==> src/rtl/relay_framer.sv <==
// HF relay framer: symbol history FSM, symbol FIFO and MSB-first serializer.
// Optional idle frame timeout is compiled in when RELAY_FRAMER_TIMEOUT_EN is defined.
module relay_framer #(
    parameter int FIFO_DEPTH = 8,
    parameter int DIV_LOG2   = 4,
    parameter int TIMEOUT_W  = 12
) (
    input  logic       clk,
    input  logic       reset,
    input  logic [2:0] hi_simulate_mod_type,
    input  logic [3:0] sym_in,
    input  logic       sym_valid,
    output logic [2:0] mod_type,
    output logic       data_out,
    output logic       fifo_empty,
    output logic       fifo_full,
    output logic       overflow,
    output logic       timeout
);

    localparam int AW = $clog2(FIFO_DEPTH);
    localparam logic [AW:0] FULL_CNT = (AW+1)'(FIFO_DEPTH);
    localparam logic [2:0] ROLE_RDR = 3'b101;
    localparam logic [2:0] ROLE_TAG = 3'b110;

    if (FIFO_DEPTH < 2 || (FIFO_DEPTH & (FIFO_DEPTH - 1)) != 0 ||
        DIV_LOG2 < 1 || TIMEOUT_W < 1) begin : g_bad_param
        $error("relay_framer: illegal parameter value");
    end

    typedef enum logic {ST_LISTEN, ST_MOD} state_t;

    state_t        r_state;
    state_t        w_state_n;
    logic [2:0]    r_role;
    logic [19:0]   r_hist;
    logic [19:0]   w_hist_n;
    logic          r_par;
    logic          w_par_n;
    logic [2:0]    r_mod;
    logic [2:0]    w_mod_n;

    logic          w_active;
    logic          w_role_chg;
    logic          w_flush;
    logic          w_hold;
    logic          w_accept;
    logic          w_idle;
    logic          w_is_rdr;
    logic [19:0]   w_h_upd;
    logic          w_p_upd;
    logic          w_start;
    logic          w_end;
    logic [2:0]    w_listen_code;
    logic [2:0]    w_mod_code;

`ifdef RELAY_FRAMER_TIMEOUT_EN
    logic [TIMEOUT_W-1:0] r_cnt;
    logic [TIMEOUT_W-1:0] w_cnt_n;
    logic                 r_to;
    logic                 w_to_n;
`endif

    logic [3:0]    r_mem [FIFO_DEPTH];
    logic [AW-1:0] r_wptr;
    logic [AW-1:0] r_rptr;
    logic [AW:0]   r_count;
    logic [AW:0]   w_count_n;
    logic          r_empty;
    logic          r_full;
    logic          r_ovf;
    logic          w_push;
    logic          w_pop;
    logic          w_drop;

    logic                r_busy;
    logic [3:0]          r_shift;
    logic [DIV_LOG2-1:0] r_div;
    logic [1:0]          r_bit;
    logic                r_dout;
    logic                w_last;

    assign w_active   = (hi_simulate_mod_type == ROLE_RDR) ||
                        (hi_simulate_mod_type == ROLE_TAG);
    assign w_role_chg = hi_simulate_mod_type != r_role;
    assign w_flush    = w_role_chg || !w_active;
    assign w_hold     = !w_role_chg && !w_active;
    assign w_accept   = sym_valid && w_active && !w_role_chg;
    assign w_idle     = !sym_valid && w_active && !w_role_chg;
    assign w_is_rdr   = hi_simulate_mod_type == ROLE_RDR;

    assign w_h_upd = {r_hist[15:0], sym_in};
    assign w_p_upd = ~r_par;

    assign w_start = w_is_rdr ? (w_h_upd == 20'h0000C)
                              : (w_h_upd == 20'h0000F);
    assign w_end   = w_is_rdr
                   ? ((w_h_upd == 20'h00000 || w_h_upd == 20'hC0000) && !w_p_upd)
                   : ((w_h_upd[11:0] == 12'h000) && !w_p_upd);

    assign w_listen_code = w_is_rdr ? 3'b011 : 3'b001;
    assign w_mod_code    = w_is_rdr ? 3'b100 : 3'b010;

    always_ff @(posedge clk or negedge reset) begin
        if (!reset) begin
            r_state <= ST_LISTEN;
            r_role  <= 3'b000;
            r_hist  <= 20'h00000;
            r_par   <= 1'b0;
            r_mod   <= 3'b000;
`ifdef RELAY_FRAMER_TIMEOUT_EN
            r_cnt   <= '0;
            r_to    <= 1'b0;
`endif
        end else begin
            r_state <= w_state_n;
            r_role  <= hi_simulate_mod_type;
            r_hist  <= w_hist_n;
            r_par   <= w_par_n;
            r_mod   <= w_mod_n;
`ifdef RELAY_FRAMER_TIMEOUT_EN
            r_cnt   <= w_cnt_n;
            r_to    <= w_to_n;
`endif
        end
    end

    always_comb begin
        w_state_n = r_state;
        w_hist_n  = r_hist;
        w_par_n   = r_par;
        w_mod_n   = r_mod;
`ifdef RELAY_FRAMER_TIMEOUT_EN
        w_cnt_n   = '0;
        w_to_n    = 1'b0;
`endif
        unique case (1'b1)
            w_role_chg: begin
                w_state_n = ST_LISTEN;
                w_hist_n  = 20'h00000;
                w_par_n   = 1'b0;
                w_mod_n   = w_active ? w_listen_code : 3'b000;
            end
            w_hold: begin
                w_state_n = ST_LISTEN;
                w_hist_n  = 20'h00000;
                w_par_n   = 1'b0;
            end
            w_accept: begin
                w_hist_n = w_h_upd;
                w_par_n  = w_p_upd;
                if (w_start) begin
                    w_state_n = ST_MOD;
                    w_par_n   = 1'b0;
                    w_mod_n   = w_mod_code;
                end else if (r_state == ST_MOD && w_end) begin
                    w_state_n = ST_LISTEN;
                    w_mod_n   = w_listen_code;
                end
            end
            w_idle: begin
`ifdef RELAY_FRAMER_TIMEOUT_EN
                if (r_state == ST_MOD) begin
                    if (r_cnt == '1) begin
                        w_state_n = ST_LISTEN;
                        w_par_n   = 1'b0;
                        w_mod_n   = w_listen_code;
                        w_to_n    = 1'b1;
                    end else begin
                        w_cnt_n = r_cnt + TIMEOUT_W'(1);
                    end
                end
`endif
            end
            default: ;
        endcase
    end

    // A full FIFO still takes a push when the serializer drains it that cycle.
    assign w_last = r_busy && (r_div == '1) && (r_bit == 2'd3);
    assign w_pop  = !r_empty && (!r_busy || w_last);
    assign w_push = w_accept && (!r_full || w_pop);
    assign w_drop = w_accept && r_full && !w_pop;

    always_comb begin
        w_count_n = r_count;
        if (w_push && !w_pop) begin
            w_count_n = r_count + (AW+1)'(1);
        end else if (!w_push && w_pop) begin
            w_count_n = r_count - (AW+1)'(1);
        end
    end

    always_ff @(posedge clk) begin
        if (w_push) begin
            r_mem[r_wptr] <= sym_in;
        end
    end

    always_ff @(posedge clk or negedge reset) begin
        if (!reset) begin
            r_wptr  <= '0;
            r_rptr  <= '0;
            r_count <= '0;
            r_empty <= 1'b1;
            r_full  <= 1'b0;
            r_ovf   <= 1'b0;
        end else if (w_flush) begin
            r_wptr  <= '0;
            r_rptr  <= '0;
            r_count <= '0;
            r_empty <= 1'b1;
            r_full  <= 1'b0;
            r_ovf   <= 1'b0;
        end else begin
            if (w_push) begin
                r_wptr <= r_wptr + AW'(1);
            end
            if (w_pop) begin
                r_rptr <= r_rptr + AW'(1);
            end
            r_count <= w_count_n;
            r_empty <= w_count_n == '0;
            r_full  <= w_count_n == FULL_CNT;
            if (w_drop) begin
                r_ovf <= 1'b1;
            end
        end
    end

    // data_out trails the shift register by one cycle so the MSB of a
    // symbol popped at cycle n+1 shows at n+2.
    always_ff @(posedge clk or negedge reset) begin
        if (!reset) begin
            r_busy  <= 1'b0;
            r_shift <= 4'h0;
            r_div   <= '0;
            r_bit   <= 2'd0;
            r_dout  <= 1'b0;
        end else if (w_flush) begin
            r_busy  <= 1'b0;
            r_shift <= 4'h0;
            r_div   <= '0;
            r_bit   <= 2'd0;
            r_dout  <= 1'b0;
        end else begin
            r_dout <= r_busy & r_shift[3];
            if (w_pop) begin
                r_busy  <= 1'b1;
                r_shift <= r_mem[r_rptr];
                r_div   <= '0;
                r_bit   <= 2'd0;
            end else if (w_last) begin
                r_busy <= 1'b0;
            end else if (r_busy) begin
                r_div <= r_div + DIV_LOG2'(1);
                if (r_div == '1) begin
                    r_shift <= {r_shift[2:0], 1'b0};
                    r_bit   <= r_bit + 2'd1;
                end
            end
        end
    end

    assign mod_type   = r_mod;
    assign data_out   = r_dout;
    assign fifo_empty = r_empty;
    assign fifo_full  = r_full;
    assign overflow   = r_ovf;
`ifdef RELAY_FRAMER_TIMEOUT_EN
    assign timeout    = r_to;
`else
    assign timeout    = 1'b0;
`endif

endmodule

==> config.mk <==
export PLATFORM = sky130hd
export DESIGN_NAME = relay_framer
export DESIGN_NICKNAME = d
export VERILOG_FILES = /design/src/rtl/relay_framer.sv
export SDC_FILE = /design/constraint.sdc
export NUM_CORES = 1
export LEC_CHECK = 0
export CORE_UTILIZATION = 59
export DETAILED_ROUTE_END_ITERATION = 10
export GPL_ROUTABILITY_DRIVEN = 0
export PLACE_DENSITY = 0.87
export SLEW_MARGIN = 20
export SYNTH_ARGS = -nofsm -noshare
export SYNTH_HDL_FRONTEND = slang
export SYNTH_SLANG_ARGS = --single-unit
==> constraint.sdc <==
create_clock -name clk -period 2.95 [get_ports clk]
set_clock_uncertainty 0.15 [all_clocks]
set_input_delay 0.59 -clock clk [delete_from_list [all_inputs] [get_ports clk]]
set_output_delay 0.59 -clock clk [all_outputs]
set_load 0.02 [all_outputs]
==> key figures <==
Status
  – Outcome: finished clean

Clocking
  – Clock Tree Buf Depth: 2
  – Post-cts hold buffer count: 0
  – Postcts setup bufs: 0
  – Clock transition at path regs: 0.09 ns
  – Clk Latency, worst-skew pair: 0.35 ns
  – Post_cts resized: 0
  – H-tree levels: 3
  – Clock sinks: 81
  – Clock root buffer master: clkbuf_8
  – CTS tree: built
  – TritonCTS buffer count: 9

Route
  – Via count: 2,342
  – Remaining DRCs: 0
  – Pre-Repair DR Iteration Count: 4
  – Iter 0 DRT Violations: between 150 and 200
  – Via density: 5.990
  – Antenna Violating Nets Remaining: 0
  – WL per Instance: 17.97 um
  – Post-Route WL: 7026 um

STA
  – Fin. Hold Viols: 0
  – Slew @ Worst Pin: 0.6839 ns
  – Relative slew slack: 54.41%
  – FMAX: 383.1 MHz
  – Post-route clock period utilization: 88.49%
  – Slew Viols, Final: 0
  – RSZ-0062 raised after global routing: no
  – Final min period: around 2.6 ns
  – Fin Setup TNS: 0 ns
  – Setup Viol. Count Final: 0
  – Final worst-path setup slack: around 0.34 ns

Worst setup path
  – Worst setup EP type: flop
  – R2R Setup Slk: approximately 0.4 ns
  – Crit Path Max Fanout: 5
  – FF-to-FF End: r_mem[4][0]
  – Startpoint type of the worst setup path: input port
  – Req. time, crit path: ~2.9 ns
  – CP Class: input port to flop
  – Reg2reg path depth: 7
  – Worst-path cell with the longest stage delay: clkdlybuf4s50_1
  – Worst stage delay on the critical path: 0.54 ns
  – Worst Path Arrival: 2.54 ns
  – Crit-path cells: clkdlybuf4s50_1, xor2_1, nand3_2, or2_0, a21oi_2, nand2b_1, nor3b_1, buf_4
  – RR Startpoint: r_div[0]

Pwr
  – Power per cell area: a little over 500 nW/um2
  – Peak VDD IR: 0.0003421 V
  – P_leak: 1.659 nW
  – Power Total: 0.002122 W

Synthesis
  – Synth cell types: 52
  – Top FF cell, synth: dfrtp_1
  – Sequential area share after synthesis: 60.90%
  – Cells after Synth: ~280
  – Synth Register Bits: between 80 and 90
  – Post-synth EDFFs: 32
  – Warnings, synthesis: 0
  – Fraction of registers with async set/reset: 60.49%
  – Synthesized Nets: 294
  – Syn Area/Cell: roughly 13 um2
  – Synthesized area: between 3000 and 4000 um2

Placed design
  – Detailed-placement wirelength estimate: 4851 um
  – DP Area: around 3900 um2
  – Input/output buffers: 16
  – Setup WS pre-CTS: -0.02509 ns

Die
  – Die width: 80.04 um
  – Num ports: 18
  – Site Rows: 28
  – Core area: 5886 um2
  – Initial core utilization: between 60% and 70%
  – Die Ht: 80.04 um
  – Die area: 6406 um2

Flow run
  – Max Cap Violations: 0

GRT
  – Total GRT Usage: 25.08%
  – Gr ovfl total: 0
  – Number of global-route vias before repair: 2,356
  – Initial antenna violation count: 0
  – First-pass GRT wire length: approximately 12,000 um
  – Largest net degree at the start of global routing: 32

Worst hold path
  – Worst Hold Class: input port to asynchronous set/reset pin

Finish
  – Layout net count: 328
  – Fraction of layout cells with a size suffix above 1: roughly a fifth
  – Antenna cells: 0
  – Area Overhead vs Synth: 15.46%
  – Non-Filler Cell Area, Final: 4149 um2
-- per-layer routing --
metal | vias up | wire length (um) | GRT usage (%)
li1 | 1099 | - | -
met1 | 1171 | 3058 | 33.73
met2 | 64 | 3591 | 39.66
met3 | 8 | 292 | 4.114
met4 | 0 | 84 | 12.68
met5 | - | 0 | 0
-- where the power goes --
group	internal, W	switching (W)
Combinational	0.0000371	0.0000552
Clock	0.000443	0.000407
Sequential	0.00118	0.00000339
Total	0.00166	0.000466
-- cell families (layout without fill, tap and decap cells) --
group	count (synthesis)	in the layout	synth area share (%)
simple gates	84	84	12.01
flops	81	81	60.90
compound gates	55	55	11.25
mux	18	18	7.939
buf+inv	18	57	2.193
xor+xnor	13	13	3.169
fa+ha+maj	7	7	2.437
other cells	1	1	0.1044
-- Yosys cell counts, types with 2 or more instances --
master	instances	area [um2]
dfrtp_1	48	1201
inv_1	4	15.01
xor2_1	5	43.79
mux2_2	4	45.04
xnor2_1	8	70.07
clkbuf_2	2	10.01
nor3_1	6	30.03
clkbuf_1	6	22.52
a211oi_1	7	52.55
nand4_1	2	12.51
nand2_1	16	60.06
mux4_2	8	180.2
o21ai_0	9	45.04
nor4_1	5	31.28
a21oi_1	9	45.04
nand3_1	8	40.04
a22o_1	17	148.9
and3_1	3	18.77
nor3b_1	5	37.54
buf_2	4	20.02
ha_1	7	87.58
mux2i_1	6	60.06
a21oi_2	2	17.52
edfxtp_1	32	960.9
nor2_1	24	90.09
nor2b_1	4	25.02
-- worst max-delay path, delay by kind of cell --
kind            cells  cell delay (ns)
compound gates      1             0.22
simple gates        4             0.77
xor+xnor            1             0.23
buf+inv             2             0.71
-- registers in the layout, indices dropped and copies added, names as in the netlist --
name and flops:
r_bit 2, r_shift 4, r_div 4, r_count 4, fifo_full 1, r_wptr 3, r_role 3, r_hist 16
r_mem 32, data_out 1, fifo_empty 1, mod_type 3, r_busy 1, overflow 1, r_par 1, r_state 1
r_rptr 3
-- cell type report --
cell class	count	area [um2]
Sequential cell	81	2188
Inverter	4	15.01
Clock buffer	10	148.9
Timing Repair Buffer	37	312.8
Clock inverter	6	63.81
Tap cell	75	93.84
Fill cell	407	1737
Multi-Input combinational cell	178	1326
-- worst max path at each step --
stage,to,startpoint,cells after the start
after global placement,r_mem[2][2],hi_simulate_mod_type[0],8
after detailed placement,r_mem[3][3],hi_simulate_mod_type[0],8
after floorplan,r_mem[2][0],hi_simulate_mod_type[2],7
after global routing,r_mem[6][1],hi_simulate_mod_type[0],7
after CTS,r_mem[3][3],hi_simulate_mod_type[0],8
final,r_mem[4][0],hi_simulate_mod_type[0],8
-- cell usage in the layout, fill, tap and decap left out, types with 2 or more instances in the layout --
cell type / count
a21oi_1: 9
nand3_1: 8
and3_1: 3
xor2_1: 5
a22o_1: 17
nand4_1: 2
xnor2_1: 8
clkinv_2: 2
edfxtp_1: 32
nor3b_1: 5
clkbuf_8: 9
mux4_2: 8
ha_1: 7
nor4_1: 5
nor3_1: 6
nand2_1: 16
mux2_2: 4
a21oi_2: 2
clkdlybuf4s50_1: 15
clkinv_4: 2
a211oi_1: 7
nor2_1: 24
buf_4: 21
nor2b_1: 4
inv_1: 4
dfrtp_1: 48
o21ai_0: 9
mux2i_1: 6
-- through the flow --
step                std cells  utilization (%)  hold slack (ns)
detailed placement        375            66.88           0.3264
global placement          375            66.88           0.3221
finish                    391            70.49           0.1163
floorplan                 277                -           0.1444
CTS                       391            70.49           0.1315
global route              391            70.49           0.1786
Note: power is estimated with default switching activity, not from simulation.
